<file path="config.mk">
export PLATFORM = sky130hd
export DESIGN_NAME = cam_pwr_seq
export DESIGN_NICKNAME = d
export VERILOG_FILES = /design/src/rtl/cam_pkg.sv /design/src/rtl/cam_pwr_seq.sv
export SDC_FILE = /design/constraint.sdc
export NUM_CORES = 1
export LEC_CHECK = 0
export CORE_MARGIN = 3
export CORE_UTILIZATION = 55
export DETAILED_ROUTE_END_ITERATION = 12
export GPL_TIMING_DRIVEN = 0
export PLACE_DENSITY = 0.78
export SYNTH_ARGS = -nofsm -noshare
export SYNTH_HDL_FRONTEND = slang
export SYNTH_SLANG_ARGS = --single-unit
</file>
<file path="constraint.sdc">
create_clock -name clk -period 4.1 [get_ports clk]
set_input_delay 0.82 -clock clk [delete_from_list [all_inputs] [get_ports clk]]
set_output_delay 0.82 -clock clk [all_outputs]
set_load 0.05 [all_outputs]
</file>
<file path="src/rtl/cam_pkg.sv">
// Shared state encoding, pin mapping and default timing for the camera power-up sequencer.
package cam_pkg;

    typedef enum logic [2:0] {
        IDLE  = 3'd0,
        PWDN  = 3'd1,
        RST   = 3'd2,
        BOOT  = 3'd3,
        READY = 3'd4
    } state_t;

    typedef struct packed {
        logic pwdn;
        logic rst_n;
        logic busy;
        logic ready;
    } pins_t;

    localparam int unsigned T_PWDN_MS_DEF = 5;
    localparam int unsigned T_RST_US_DEF  = 10;
    localparam int unsigned T_BOOT_MS_DEF = 20;

    function automatic pins_t pins_of(input state_t s);
        pins_t p;
        case (s)
            PWDN:    p = '{pwdn: 1'b1, rst_n: 1'b0, busy: 1'b1, ready: 1'b0};
            RST:     p = '{pwdn: 1'b0, rst_n: 1'b0, busy: 1'b1, ready: 1'b0};
            BOOT:    p = '{pwdn: 1'b0, rst_n: 1'b1, busy: 1'b1, ready: 1'b0};
            READY:   p = '{pwdn: 1'b0, rst_n: 1'b1, busy: 1'b0, ready: 1'b1};
            default: p = '{pwdn: 1'b1, rst_n: 1'b0, busy: 1'b0, ready: 1'b0};
        endcase
        return p;
    endfunction

endpackage

</file>
<file path="src/rtl/cam_pwr_seq.sv">
// Camera power-up sequencer: times PWDN / RESET_N from the us/ms tick strobes after a start request.
module cam_pwr_seq
    import cam_pkg::*;
#(
    parameter int unsigned CNT_W     = 8,
    parameter int unsigned T_PWDN_MS = T_PWDN_MS_DEF,
    parameter int unsigned T_RST_US  = T_RST_US_DEF,
    parameter int unsigned T_BOOT_MS = T_BOOT_MS_DEF
) (
    input  logic clk,
    input  logic rst,
    input  logic us_tck,
    input  logic ms_tck,
    input  logic start,
    output logic cam_pwdn,
    output logic cam_rst_n,
    output logic busy,
    output logic ready,
    output logic done
);

    state_t           state;
    logic [CNT_W-1:0] cnt;
    pins_t            pins;
    logic             own_tck;
    logic [31:0]      target;
    logic             hit;

    // Each timed state listens to exactly one tick; the other is ignored.
    always_comb begin
        own_tck = 1'b0;
        target  = '0;
        case (state)
            PWDN: begin own_tck = ms_tck; target = T_PWDN_MS; end
            RST:  begin own_tck = us_tck; target = T_RST_US;  end
            BOOT: begin own_tck = ms_tck; target = T_BOOT_MS; end
            default: ;
        endcase
    end

    assign hit = (32'(cnt) == target);

    always_ff @(posedge clk) begin
        if (rst) begin
            state <= IDLE;
            cnt   <= '0;
            pins  <= pins_of(IDLE);
            done  <= 1'b0;
        end else begin
            done <= 1'b0;
            case (state)
                IDLE, READY: begin
                    if (start) begin
                        state <= PWDN;
                        cnt   <= '0;
                        pins  <= pins_of(PWDN);
                    end
                end
                PWDN: begin
                    if (hit) begin
                        state <= RST;
                        cnt   <= '0;
                        pins  <= pins_of(RST);
                    end else if (own_tck && cnt != '1) begin
                        cnt <= cnt + CNT_W'(1);
                    end
                end
                RST: begin
                    if (hit) begin
                        state <= BOOT;
                        cnt   <= '0;
                        pins  <= pins_of(BOOT);
                    end else if (own_tck && cnt != '1) begin
                        cnt <= cnt + CNT_W'(1);
                    end
                end
                BOOT: begin
                    if (hit) begin
                        state <= READY;
                        cnt   <= '0;
                        pins  <= pins_of(READY);
                        done  <= 1'b1;
                    end else if (own_tck && cnt != '1) begin
                        cnt <= cnt + CNT_W'(1);
                    end
                end
                default: begin
                    state <= IDLE;
                    cnt   <= '0;
                    pins  <= pins_of(IDLE);
                end
            endcase
        end
    end

    assign cam_pwdn  = pins.pwdn;
    assign cam_rst_n = pins.rst_n;
    assign busy      = pins.busy;
    assign ready     = pins.ready;

    // A tick arriving at a saturated counter means a T_* value does not fit in CNT_W bits.
    a_cnt_sat: assert property (@(posedge clk) disable iff (rst) !(own_tck && !hit && cnt == '1));

endmodule

</file>
==> flow_metrics.py <==
metrics = {
    "yosys": {
        "synth_edf_count": 0,
        "synth_ff_type": "dfxtp_1",
        "synth_warnings": 0,
        "synth_top_area_cell": "dfxtp_1",
        "synth_common_cells": "dfxtp_1, nor2_1, nand2_1",
        "synthTopCellsByArea": "dfxtp_1, nor2_1, xor2_1",
        "synth_seq_cells": 15,
        "syn_area_um2": 958,
        "syn_avg_cell_area_um2": 8.79,
        "synth.most_common_cell": "dfxtp_1",
        "synth_nets": 115,
        "ys_seq_area_share_pct": 31.3,
        "synthCells": 109,
        "synth_cell_types": 42,
        "synthArstFlopShare_pct": 0,
        "yosysTopAreaCellShare_pct": 31.3,
    },
    "grt": {
        "grt_pass1_wl_um": 3400,
        "grt_max_degree": 11,
        "grt_usage_pct": 22.0,
        "antenna_found_initial": 0,
        "grt_pass1_vias": 769,
        "grt.overflow.total": 0,
    },
    "final_layout": {
        "final_nets": 129,
        "drive_gt1_share_pct": 16.4,
        "area_growth_pct": 14.2,
        "final_cells": 138,
        "diodes": 0,
    },
    "worst_setup_path": {
        "cp-endpoint": "ready",
        "critPathSlowestCell": "clkdlybuf4s50_1",
        "cp-startpoint": "state[2]$_SDFFE_PP0P_",
        "cp-end-kind": "primary output",
        "crit_cells": 1,
        "worstPathRequired_ns": 3.28,
        "max_stage_delay_ns": 0.83,
        "reg2reg_depth": 6,
        "worstPathCellList": "clkdlybuf4s50_1",
        "critical_path_buf_inv_count": 1,
        "regToRegEndpoint": "cnt[1]$_SDFFE_PP0P_",
        "critPathMaxFanout": 5,
        "r2r_setup_slack_ns": 2.29,
        "criticalPathCategory": "register to primary output",
        "cp_top_family": "buffers and inverters",
        "worstPathArrival_ns": 1.51,
        "crit_path_start_kind": "register",
        "worstReg2RegStart": "state[0]$_SDFFE_PP0P_",
    },
    "die": {
        "die_y_um": 47.7,
        "io-pin-count": 10,
        "fp.dieW_um": 47.7,
        "core_mm2": 0.00158,
        "num_rows": 14,
        "start_util_pct": 60.8,
        "dieArea_mm2": 0.00228,
    },
    "timing": {
        "worstMarginPinSlew_ns": 0.554,
        "fmax_mhz": 428,
        "fin_skew_ns": 0.00204,
        "period_share_pct": 56.9,
        "max_slew_margin_pct": 62.8,
        "report.final.slew_viol_count": 0,
        "fin_setup_tns_ns": 0,
        "layout_min_cycle_time_ns": 2.33,
        "rsz0062_at_grt": "false",
        "setup_viol": 0,
        "report.final.hold_viol_count": 0,
    },
    "clocking": {
        "clk_path_buf_depth": 2,
        "cts_setup_buffers": 0,
        "holdBufCountCts": 0,
        "cts-root-buf": "clkbuf_4",
        "htreeDepth": 1,
        "cts_resized": 0,
        "clkTransAtPathRegs_ns": 0.08,
        "cts.sink_count": 15,
        "cts_inserted_buffers": 3,
        "cts_tree": "yes",
        "clk_latency_ns": 0.28,
    },
    "placement": {
        "dp_cells": 134,
        "numPortBuffers": 9,
        "place.gp.congestion": 0.831,
        "hpwl_um": 1540,
    },
    "power_and_ir_drop": {
        "comb_power_share_pct": 56.2,
        "p_int_mw": 0.347,
        "switching_share_pct": 44.7,
        "power_frac_seq_pct": 30.6,
        "power.density_mw_per_mm2": 573,
        "p_sw_mw": 0.281,
        "p_leak_nw": 0.392,
        "ir_drop_mv": 0.437,
        "p_clk_share_pct": 13.3,
    },
    "drt": {
        "postRouteAntennaNets": 0,
        "avgViaCountPerCell": 5.96,
        "drt-total-wl_um": 2030,
        "drtIter0Drc": 17,
        "drc": 0,
        "routedWlPerCell_um": 14.7,
        "firstDrtPassIters": 4,
        "via_count": 823,
    },
    "outcome": {
        "status": "complete, no violations",
    },
    "hold_path": {
        "hold_depth": 2,
        "hold_path.class": "register to register",
    },
    "run": {
        "max_cap_viol_count": 0,
    },
}
-- power groups by stage --
stage                     combinational, mW  clock (mW)  sequential, mW
final                                 0.353      0.0832           0.192
after global routing                  0.379      0.0926           0.195
after CTS                             0.350      0.0857           0.192
after detailed placement              0.349           0           0.195
after global placement                0.345           0           0.193
after floorplan                       0.229           0           0.235
-- state kept, by name, summed over array words and instances, names as in the netlist --
| register | cells |
|---|---|
| cnt | 8 |
| state | 3 |
| cam_pwdn | 1 |
| cam_rst_n | 1 |
| done | 1 |
| busy | 1 |
-- cell families (layout without fill, tap and decap cells) --
kind of cell             count (synthesis)  in the layout  synth area share [%]
AO/OA/AOI/OAI                           22             22                  20.6
XOR/XNOR                                 9              9                  9.01
adder cells (fa/ha/maj)                  1              1                  1.31
buffers and inverters                    9             22                  5.35
flip-flops                              15             15                  31.3
multiplexers                             1              1                  1.04
AND/OR/NAND/NOR                         52             52                  31.3
-- cell usage in the layout, fill, tap and decap left out, types with 2 or more instances in the layout --
cell type and count:
clkdlybuf4s50_1 9, nand3b_1 2, o31ai_1 2, and3b_1 2, or3_1 2, xnor2_1 3, nand4_1 4, and3_1 3
dfxtp_1 15, nor3b_1 2, clkbuf_1 3, a21oi_1 4, nand3_1 6, inv_1 2, buf_4 2, nor2_1 12
o21ai_0 4, o2111ai_1 2, nand2_1 10, nor3_2 3, clkbuf_4 3, xor2_1 5
-- final cells by class --
| class | instances | area (µm²) |
|---|---|---|
| Buffer | 7 | 43.8 |
| Clock buffer | 4 | 26.3 |
| Fill cell | 140 | 482 |
| Inverter | 2 | 7.51 |
| Multi-Input combinational cell | 85 | 607 |
| Sequential cell | 15 | 300 |
| Tap cell | 16 | 20.0 |
| Timing Repair Buffer | 9 | 90.1 |
-- metrics by stage --
stage                     hold WS (ns)  setup slack (ns)  util, %  area [µm²]  power (mW)
final                            0.478              1.77     69.4        1090       0.628
after detailed placement         0.469              1.70     67.8        1070       0.545
after global routing             0.509              1.71     69.4        1090       0.667
after CTS                        0.483              1.76     69.4        1090       0.628
after global placement           0.446              1.72     67.8        1070       0.538
after floorplan                  0.500              2.18        -         958       0.464
-- how the worst min path moves through the flow --
| stage | start | endpoint |
|---|---|---|
| global route | busy$_SDFFE_PP0P_ | busy$_SDFFE_PP0P_ |
| CTS | busy$_SDFFE_PP0P_ | busy$_SDFFE_PP0P_ |
| global placement | cam_pwdn$_SDFFE_PP1P_ | cam_pwdn$_SDFFE_PP1P_ |
| floorplan | cnt[7]$_SDFFE_PP0P_ | cnt[7]$_SDFFE_PP0P_ |
| detailed placement | busy$_SDFFE_PP0P_ | busy$_SDFFE_PP0P_ |
| finish | busy$_SDFFE_PP0P_ | busy$_SDFFE_PP0P_ |
-- per-layer routing --
metal	part of all wire [%]	global-route usage [%]	vias to the layer above
met3	3.1	4.89	4
met4	2.2	13.4	0
met2	45	31.7	13
met5	0	0	-
met1	50	29.4	375
li1	-	-	431
-- worst register-to-register path, stage by stage, from the launching register on --
cell and delay (ns):
dfxtp_1 0.44, buf_4 0.21, nand3b_1 0.16, xor2_2 0.22
o2111ai_2 0.23, nand2_1 0.31, o22ai_1 0.13
(Power assumes the default switching activity.)
